[src/rtl/idli_sqi_mbuf_m.sv]
// SQI slice buffer: a word-wide register file written one slice per push through a ping-pong or linear pointer.
// Latency: o_sqi_slice is combinational from buffer[ptr]; ptr, dir and wrd update on the edge that takes the push.
// Backpressure: none. Every push is accepted in the cycle it is presented, and clear or reset takes priority.
module idli_sqi_mbuf_m #(
   parameter int SLICE_W = 4,
   parameter int NSLICE  = 4,
   localparam int PTR_W  = $clog2(NSLICE),
   localparam int WORD_W = SLICE_W * NSLICE
) (
   input  logic               i_sqi_gck,
   input  logic               i_sqi_rst,
   input  logic [PTR_W-1:0]   i_sqi_ctr,
   input  logic               i_sqi_push,
   input  logic               i_sqi_mode,
   input  logic               i_sqi_clr,
   input  logic [SLICE_W-1:0] i_sqi_slice,
   output logic [SLICE_W-1:0] o_sqi_slice,
   output logic [WORD_W-1:0]  o_sqi_data,
   output logic               o_sqi_dir,
   output logic [PTR_W-1:0]   o_sqi_ptr,
   output logic               o_sqi_wrd
);

   localparam logic [PTR_W-1:0] PTR_LAST = PTR_W'(NSLICE - 1);
   localparam logic [PTR_W-1:0] PTR_ONE  = PTR_W'(1);

   // Buffer contents are deliberately not reset.
   logic [NSLICE-1:0][SLICE_W-1:0] buf_q;

   logic [PTR_W-1:0] ptr_q, ptr_d;
   logic             dir_q, dir_d;
   logic             wrd_q, wrd_d;

   logic ctr_last;
   logic at_end;
   logic boundary;
   logic buf_we;

   assign ctr_last = &i_sqi_ctr;

   // End pointer: linear mode only ends at the top slice; ping-pong mode ends at whichever side it is heading to.
   always_comb begin
      at_end = 1'b0;
      if (i_sqi_mode) begin
         at_end = (ptr_q == PTR_LAST);
      end else if (dir_q) begin
         at_end = (ptr_q == '0);
      end else begin
         at_end = (ptr_q == PTR_LAST);
      end
   end

   assign boundary = i_sqi_push & ctr_last & at_end;

   // A write is suppressed whenever reset or clear claims the same edge.
   assign buf_we = i_sqi_push & ~i_sqi_clr & ~i_sqi_rst;

   // Pointer, direction and word-pulse next state. Clear wins over push, and an idle cycle holds position.
   always_comb begin
      ptr_d = ptr_q;
      dir_d = dir_q;
      wrd_d = 1'b0;
      if (i_sqi_clr) begin
         ptr_d = '0;
         dir_d = 1'b0;
      end else if (i_sqi_push) begin
         wrd_d = boundary;
         if (i_sqi_mode) begin
            ptr_d = ptr_q + PTR_ONE;
            dir_d = 1'b0;
         end else if (boundary) begin
            dir_d = ~dir_q;
         end else if (dir_q) begin
            ptr_d = ptr_q - PTR_ONE;
         end else begin
            ptr_d = ptr_q + PTR_ONE;
         end
      end
   end

   // Control state register with synchronous reset.
   always_ff @(posedge i_sqi_gck) begin
      if (i_sqi_rst) begin
         ptr_q <= '0;
         dir_q <= 1'b0;
         wrd_q <= 1'b0;
      end else begin
         ptr_q <= ptr_d;
         dir_q <= dir_d;
         wrd_q <= wrd_d;
      end
   end

   // Slice write at the current pointer.
   always_ff @(posedge i_sqi_gck) begin
      if (buf_we) begin
         buf_q[ptr_q] <= i_sqi_slice;
      end
   end

   assign o_sqi_slice = buf_q[ptr_q];
   assign o_sqi_data  = buf_q;
   assign o_sqi_dir   = dir_q;
   assign o_sqi_ptr   = ptr_q;
   assign o_sqi_wrd   = wrd_q;

endmodule

[config.mk]
export PLATFORM = sky130hd
export DESIGN_NAME = idli_sqi_mbuf_m
export DESIGN_NICKNAME = d
export VERILOG_FILES = /design/src/rtl/idli_sqi_mbuf_m.sv
export SDC_FILE = /design/constraint.sdc
export NUM_CORES = 1
export LEC_CHECK = 0
export ABC_AREA = 1
export CELL_PAD_IN_SITES_DETAIL_PLACEMENT = 0
export CELL_PAD_IN_SITES_GLOBAL_PLACEMENT = 1
export CORE_ASPECT_RATIO = 0.5
export CORE_MARGIN = 2
export CORE_UTILIZATION = 33
export CTS_BUF_LIST = sky130_fd_sc_hd__clkbuf_4 sky130_fd_sc_hd__clkbuf_8 sky130_fd_sc_hd__clkbuf_16
export DETAILED_ROUTE_END_ITERATION = 16
export PLACE_DENSITY = 0.83
export SLEW_MARGIN = 20
export SYNTH_ARGS = -nofsm -noshare
export SYNTH_HDL_FRONTEND = slang
export SYNTH_SLANG_ARGS = --single-unit
export TNS_END_PERCENT = 30
[constraint.sdc]
create_clock -name i_sqi_gck -period 3.3 [get_ports i_sqi_gck]
set_input_delay 0.495 -clock i_sqi_gck [delete_from_list [all_inputs] [get_ports i_sqi_gck]]
set_output_delay 0.495 -clock i_sqi_gck [all_outputs]
set_load 0.005 [all_outputs]
### Yosys cells after proc, flatten, opt, wreduce, memory -nomap -nowiden

Index checks and enable logic that the tools add are counted.

* flip-flop bits (word level): 20
* input bits: 11
* output and inout port bits: 24
* word-level logic and storage cells: 41

* add/sub/neg operators: 2
* magnitude comparators: 2
* equality and inequality tests: 2
* mux-type cells: 12
* bitwise gates (word level): 8
* reductions and logical operators: 8

Operators with widths (number)
* 16-bit bitwise mux: 1
* 4-bit binary-select mux with 2-bit select: 1
* 4-bit demux with 2-bit select: 1
* 4-bit two-way mux: 2
* 2-bit two-way mux: 3
* 2-bit AND reduction: 3
* 1-bit bitwise AND: 4
* 1-bit two-way mux: 4
* 1-bit NOT: 4
* 2-bit by 3-bit < comparator with 1-bit output (second input constant): 1
* 3-bit OR reduction: 1
* 2-bit by 1-bit adder with 2-bit output (second input constant): 1
* 2-bit == test (second input constant): 1
* 2-bit by 1-bit greater-or-equal comparator with 1-bit output (second input constant): 1
* 2-bit zero test: 1
* 2-bit inequality test (second input constant): 1
* 2-bit nonzero test: 1
* 2-bit OR reduction: 1
* 2-bit by 1-bit subtractor with 2-bit output (second input constant): 1
* 1-bit logical AND: 1

### Longest topological paths before layout

Gate-level depths: netlist of the first run.

* depth in word-level cells: 6
* gate-level depth with buffers: 11
* depth with buffers taken out: 9

### Worst setup path before layout of the first run

OpenSTA, ideal clock, no wires.

* path type: register -> register
* start: register ptr_q[0] (netlist: o_sqi_ptr[0])
* end: register ptr_q[0] (netlist: o_sqi_ptr[0])
* setup time: 0.113 ns
* data arrival time: 1.330 ns
* path slack: 1.857 ns
* cell stages (with the launch flop): 11
* buffers on the path: 2
* cells stage by stage: dfxtp_1 -> buf_4 -> inv_1 -> buf_4 -> ha_1 -> inv_1 -> nand3_1 -> nand4_1 -> nand2_1 -> nor2_1 -> nor2_1

* word-level cells in the longest chain between the ends: 6
* elaborated cells on any way between the ends: 12
* classes of those cells: 2 x add/sub; 2 x eq/ne; 5 x mux; 1 x bitwise; 2 x reduce/logical

Ends and longest elaborated chain
* start, declared: line 30 `logic [PTR_W-1:0] ptr_q, ptr_d;`
* start signal, assigned: line 88 `ptr_q <= ptr_d;`
* 2-bit == test / 2-bit zero test (equally long branches): line 45, 49, 47
* 1-bit two-way mux: line 46 `end else if (dir_q) begin`
* 1-bit two-way mux: line 44 `if (i_sqi_mode) begin`
* 1-bit bitwise AND: line 53 `assign boundary = i_sqi_push & ctr_last & at_end;`
* 2-bit inequality test (no source line)
* 2-bit AND reduction (no source line)

Several ways; a longest one is shown, not always the timed one. The select of a mux whose other input is x is not followed.
A chain may end at the register's enable or synchronous reset.

### Worst setup path after layout of the first run

* start: register ptr_q[0] (netlist: o_sqi_ptr[0])
* end: output o_sqi_slice[1]

* word-level cells in the longest chain between the ends: 2

Ends and longest elaborated chain
* 4-bit binary-select mux with 2-bit select: line 101 `assign o_sqi_slice = buf_q[ptr_q];`
* 4-bit two-way mux (implied by the code): line 101
* end, declared: line 17 `output logic [SLICE_W-1:0] o_sqi_slice,`

Every way passes these cells. The select of a mux whose other input is x is not followed.

==> run_results.csv, run 1 <==
group,metric,value,unit
synthesis,synth_compound_area_frac,0.0940,
timing,whs,561,ps
layout,final_nets,135,
cts,cts_buffers,3,
timing,setup_ws,910,ps
layout,seq_area,561,um2
cts,post_cts_buffers,0,
setup_path,cp-end-kind,"output pin",
placement,post-place-cells,152,
floorplanning,coreArea,2550,um2
power,total_power,0.569,mW
synthesis,ys_ff_latch,20,
setup_path,r2r_start,"o_sqi_ptr[0]$_SDFFE_PP0P_",
layout,diodes,0,
synthesis,synth_enable_flop_cells,16,
timing,timing.final.crit_share,0.724,
setup_path,rr_worst_depth,4,
global_route,grt_remaining_overflow,0,
timing,tightest_slew,451,ps
synthesis,synth_area,878,um2
global_route,grt_pass1_wl,2900,um
layout,fillCellCount,239,
synthesis,ys_types,15,
job,drv_cap,0,
timing,fin_crit,2390,ps
synthesis,ys_warn_count,0,
cts,clock_latency,260,ps
global_route,grt_start_max_net_pins,13,
drt,drt-total-wl,1860,um
cts,cts_hold_buf,0,
synthesis,synth_top_family_by_area,"simple AND/OR/NAND/NOR gates",
drt,wl_per_cell,11.9,um
hold_path,hold_path.class,"flop to flop",
cts,cts.sinks,20,
setup_path,cp_max_fo,12,
synthesis,synth_fa_ha_area_frac,0.0570,
cts,clkTransAtPathRegs,70,ps
power,power.density,431,nW/um2
drt,post-route-drc-count,0,
drt,dr.pass1.iters,4,
cts,cts_tree,"built",
floorplanning,fp-row-count,13,
timing,rsz0062_at_grt,"no",
layout,area_growth_syn_to_layout,50.4,%
synthesis,synthSimpleGateAreaFrac,0.141,
placement,place_congestion,0.695,
cts,cts_resized,0,
drt,vias_per_cell,4.44,
drt,vias,692,
layout,fin_util,0.517,
timing,fmax,0.418,GHz
synthesis,synth_xor_area_frac,0.00997,
synthesis,ys_seq_area_frac,0.638,
cts,clk_path_buf_depth,2,
power,leakage,0.494,nW
synthesis,synth_cells,83,
drt,postRouteAntennaNets,0,
cts,cts_max_level,1,
floorplanning,die_area,3120,um2
timing,finClkSkew,4.67,ps
outcome,outcome,"finished, final reports clean",
timing,tns,0,ps
layout,fin_area,1320,um2
global_route,antenna_found_initial,0,
synthesis,syn_nets,98,
synthesis,synth_area_per_cell,10.6,um2
timing,max_slew_margin,0.698,
floorplanning,ios,35,
synthesis,async_flop_share,0,
floorplanning,die_h,40.5,um
setup_path,r2r_end,"o_sqi_data[8]$_DFFE_PP_",
setup_path,crit_type,"flop to output pin",
timing,slew_viol_final,0,
placement,detailed_place.area,1250,um2
global_route,grt_pass1_vias,650,
placement,dp_slack,1190,ps
floorplanning,start_util,0.344,
setup_path,crit_required,2800,ps
power,vdd_ir_drop_max,213,uV
global_route,grtUsageTotal,0.132,
layout,multi_input_area,265,um2
cts,cts_root_buf,"clkbuf_8",
placement,port_buffers,34,
setup_path,worstPathArrival,1890,ps
timing,finalSetupViolCount,0,
setup_path,crit_path_end,"o_sqi_slice[1]",
placement,dp_hpwl,1400,um
synthesis,synthFlopType,"edfxtp_1",
setup_path,rrSetupSlack,1540,ps
synthesis,muxShareOfSynthArea,0,
layout,stdcell_count,156,
timing,timing.final.hold_violations,0,
layout,drive_gt1_frac,0.0420,
drt,drt_iter0_drc,66,
setup_path,startpoint,"o_sqi_ptr[0]$_SDFFE_PP0P_",
setup_path,cp-start-kind,"flop",
floorplanning,die_w,77.0,um
==> final cells by class <==
type,count,share of cell area
clock inverter,1,0.0227
tap,37,0.0350
inverter,10,0.0284
multi-input combinational,51,0.201
sequential,20,0.424
timing repair buffer,34,0.258
clock buffer,3,0.0312
==> how the worst min path moves through the flow <==
stage | cells after the start | from | slack (ps) | end
3_3_place_gp | 2 | o_sqi_dir$_SDFFE_PP0P_ | 530 | o_sqi_dir$_SDFFE_PP0P_
3_5_place_dp | 2 | o_sqi_dir$_SDFFE_PP0P_ | 540 | o_sqi_dir$_SDFFE_PP0P_
2_1_floorplan | 2 | o_sqi_dir$_SDFFE_PP0P_ | 520 | o_sqi_dir$_SDFFE_PP0P_
5_1_grt | 2 | o_sqi_dir$_SDFFE_PP0P_ | 590 | o_sqi_dir$_SDFFE_PP0P_
4_1_cts | 2 | o_sqi_dir$_SDFFE_PP0P_ | 560 | o_sqi_dir$_SDFFE_PP0P_
6_report | 2 | o_sqi_dir$_SDFFE_PP0P_ | 560 | o_sqi_dir$_SDFFE_PP0P_
==> report_power, final <==
group / internal, mW / switching, mW
Sequential: 0.275 / 0.00401
Clock: 0.162 / 0.0788
Combinational: 0.0284 / 0.0210
Total: 0.466 / 0.104
==> Yosys cell counts (2+ instances only) <==
master	instances	area, um2
nor2_1	18	67.6
edfxtp_1	16	480
inv_1	10	37.5
nand2_1	9	33.8
o21ai_0	9	45.0
dfxtp_1	4	80.1
ha_1	4	50.1
o22ai_1	4	25.0
buf_4	2	15.0
nand3_1	2	10.0
==> registers in the layout (all words and copies together), names as in the netlist <==
signal,flops
o_sqi_wrd,1
o_sqi_ptr,2
o_sqi_data,16
o_sqi_dir,1
==> kinds of logic (layout without fill, tap and decap cells) <==
logic type,after synthesis,after routing
and+or+nand+nor,31,31
AOI/OAI and AO/OA,15,15
DFF,20,20
buffers and inverters,12,48
xor gates and xnor gates,1,1
adders and majority gates,4,4
==> worst max-delay path: stages (launching register included) <==
cell and delay [ps]:
dfxtp_1 570, inv_1 290, o21ai_0 230, o22ai_1 90, clkdlybuf4s50_1 450
==> cell usage in the layout (no fill, tap or decap), drive strengths merged <==
cell	n
nand4	1
nand2	9
bufinv	1
clkbuf	3
clkdlybuf4s50	34
dfxtp	4
xor2	1
a21oi	1
nor2	19
inv	10
edfxtp	16
o21ai	9
o22ai	4
ha	4
o21a	1
nand3	2
==> per-layer routing <==
metal | track usage | wire (um) | vias up | part of all wire
met5 | 0 | 0 | - | 0
met4 | 0.0591 | 19 | 0 | 0.010
met3 | 0.0428 | 79 | 2 | 0.042
met2 | 0.224 | 879 | 20 | 0.47
met1 | 0.161 | 881 | 320 | 0.47
li1 | - | - | 350 | -
No activity file was read; power rests on OpenSTA's default activity.
==> run 2: changes to the inputs <==
--- a/config.mk
+++ b/config.mk
@@ -10,10 +10,10 @@
 export CELL_PAD_IN_SITES_GLOBAL_PLACEMENT = 1
 export CORE_ASPECT_RATIO = 0.5
 export CORE_MARGIN = 2
-export CORE_UTILIZATION = 33
+export CORE_UTILIZATION = 28
 export CTS_BUF_LIST = sky130_fd_sc_hd__clkbuf_4 sky130_fd_sc_hd__clkbuf_8 sky130_fd_sc_hd__clkbuf_16
 export DETAILED_ROUTE_END_ITERATION = 16
-export PLACE_DENSITY = 0.83
+export PLACE_DENSITY = 0.75
 export SLEW_MARGIN = 20
 export SYNTH_ARGS = -nofsm -noshare
 export SYNTH_HDL_FRONTEND = slang
==> constraint.sdc (replaced) <==
create_clock -name i_sqi_gck -period 2.1 [get_ports i_sqi_gck]
set_input_delay 0.315 -clock i_sqi_gck [delete_from_list [all_inputs] [get_ports i_sqi_gck]]
set_output_delay 0.315 -clock i_sqi_gck [all_outputs]
set_load 0.005 [all_outputs]
==> run 2 against run 1 <==
Clock skew down 0.73 ps; register-to-register slack lost 1100 ps; die area up 16%; highest routed layer unchanged; routed wire length rose by 7.6%; critical endpoint is now o_sqi_slice[2]; critical path depth fell by 1.
==> run_results.csv, run 2 (synthesis gave the netlist of run 1 again) <==
group,metric,value,unit
outcome,outcome,"finished, final reports clean",
global_route,grtUsageTotal,0.109,
timing,fin_crit,1940,ps
setup_path,cp-end-kind,"output pin",
drt,postRouteAntennaNets,0,
timing,timing.final.crit_share,0.922,
placement,post-place-cells,159,
setup_path,worstPathArrival,1620,ps
global_route,grt_remaining_overflow,0,
global_route,grt_pass1_wl,2970,um
setup_path,cp_max_fo,8,
placement,place_congestion,0.724,
cts,cts.sinks,20,
hold_path,hold_path.class,"flop to flop",
timing,max_slew_margin,0.694,
cts,clock_latency,260,ps
cts,cts_root_buf,"clkbuf_8",
drt,wl_per_cell,12.2,um
layout,final_cell_mix,"34 x clkdlybuf4s50_1, 18 x nor2_1, 16 x edfxtp_1",
floorplanning,ios,35,
floorplanning,fp-row-count,14,
timing,whs,559,ps
timing,fmax,0.516,GHz
timing,rsz0062_at_grt,"no",
timing,timing.final.hold_violations,0,
layout,diodes,0,
layout,final_common_cell,"clkdlybuf4s50_1",
layout,final_nets,140,
drt,vias,708,
timing,finalSetupViolCount,0,
setup_path,crit_type,"flop to output pin",
cts,cts_tree,"built",
drt,vias_per_cell,4.32,
floorplanning,start_util,0.293,
setup_path,cp-start-kind,"flop",
power,power.density,663,nW/um2
global_route,grt_pass1_vias,622,
power,vdd_ir_drop_max,246,uV
cts,clkTransAtPathRegs,70,ps
job,drv_cap,0,
timing,setup_ws,164,ps
cts,cts_max_level,1,
cts,clk_path_buf_depth,2,
timing,slew_viol_final,0,
global_route,grt_start_max_net_pins,13,
drt,drt-total-wl,2000,um
placement,port_buffers,34,
layout,largest_reg_flops,16,
power,total_power,0.909,mW
timing,finClkSkew,3.94,ps
placement,dp_hpwl,1500,um
drt,dr.pass1.iters,4,
power,leakage,0.519,nW
timing,tns,0,ps
floorplanning,die_area,3630,um2
drt,post-route-drc-count,0,
layout,drive_gt1_frac,0.0968,
setup_path,rrSetupSlack,460,ps
global_route,antenna_found_initial,0,
floorplanning,coreArea,3000,um2
timing,tightest_slew,457,ps
layout,stdcell_count,164,
drt,drt_iter0_drc,92,
setup_path,crit_required,1780,ps
floorplanning,die_w,83.2,um
floorplanning,die_h,43.6,um
cts,cts_buffers,3,
layout,area_growth_syn_to_layout,56.0,%
placement,dp_slack,345,ps
==> run 2: cell types whose count changed in the layout (fill, tap and decap cells not counted), sizes merged <==
cell	change
buf	+5
clkinvlp	+1
inv	-1
==> run 2: where the power goes <==
group | total, mW | internal, mW | leakage, nW | switching (mW)
combinational | 0.0861 | 0.0493 | 0.306 | 0.0367
sequential | 0.437 | 0.432 | 0.177 | 0.00448
clock | 0.386 | 0.255 | 0.0357 | 0.131
==> run 2: metrics by stage <==
step	cell area [um2]	util
after detailed placement	1280	0.429
after floorplan	878	-
after global routing	1370	0.457
after CTS	1360	0.452
after global placement	1280	0.429
final	1370	0.457
==> run 2: final timing paths <==
| path | to | cells after the start | start |
|---|---|---|---|
| worst max-delay path | o_sqi_slice[2] | 3 | o_sqi_ptr[1]$_SDFFE_PP0P_ |
| worst max register to register | o_sqi_ptr[0]$_SDFFE_PP0P_ | 10 | o_sqi_ptr[0]$_SDFFE_PP0P_ |
| worst min register to register | o_sqi_dir$_SDFFE_PP0P_ | 2 | o_sqi_dir$_SDFFE_PP0P_ |
| worst min-delay path | o_sqi_dir$_SDFFE_PP0P_ | 2 | o_sqi_dir$_SDFFE_PP0P_ |
==> run 2: critical path, cell delays in order, from the launching register on <==
cell,delay (ps)
dfxtp_1,510
o21ai_0,160
o22ai_1,170
clkdlybuf4s50_1,520
==> run 2: repair_timing <==
action | in CTS | in global routing
hold buffers | 0 | 0
buffers inserted | 0 | 1
setup endpoints to repair | 0 | 2
gates resized for setup | 0 | 3
==> run 2: metal layers <==
metal	share of wire	global-route usage	wire, um
met5	0	0	0
met1	0.49	0.151	987
met2	0.46	0.163	926
met3	0.037	0.0362	74
met4	0.0060	0.0393	12
==> run 2: area by class of cell <==
| cell class | instances | area, um2 |
|---|---|---|
| fill | 294 | 1630 |
| sequential | 20 | 561 |
| timing repair buffer | 39 | 382 |
| multi-input combinational | 51 | 265 |
| tap | 40 | 50.0 |
| clock buffer | 3 | 41.3 |
| inverter | 10 | 41.3 |
| clock inverter | 1 | 30.0 |
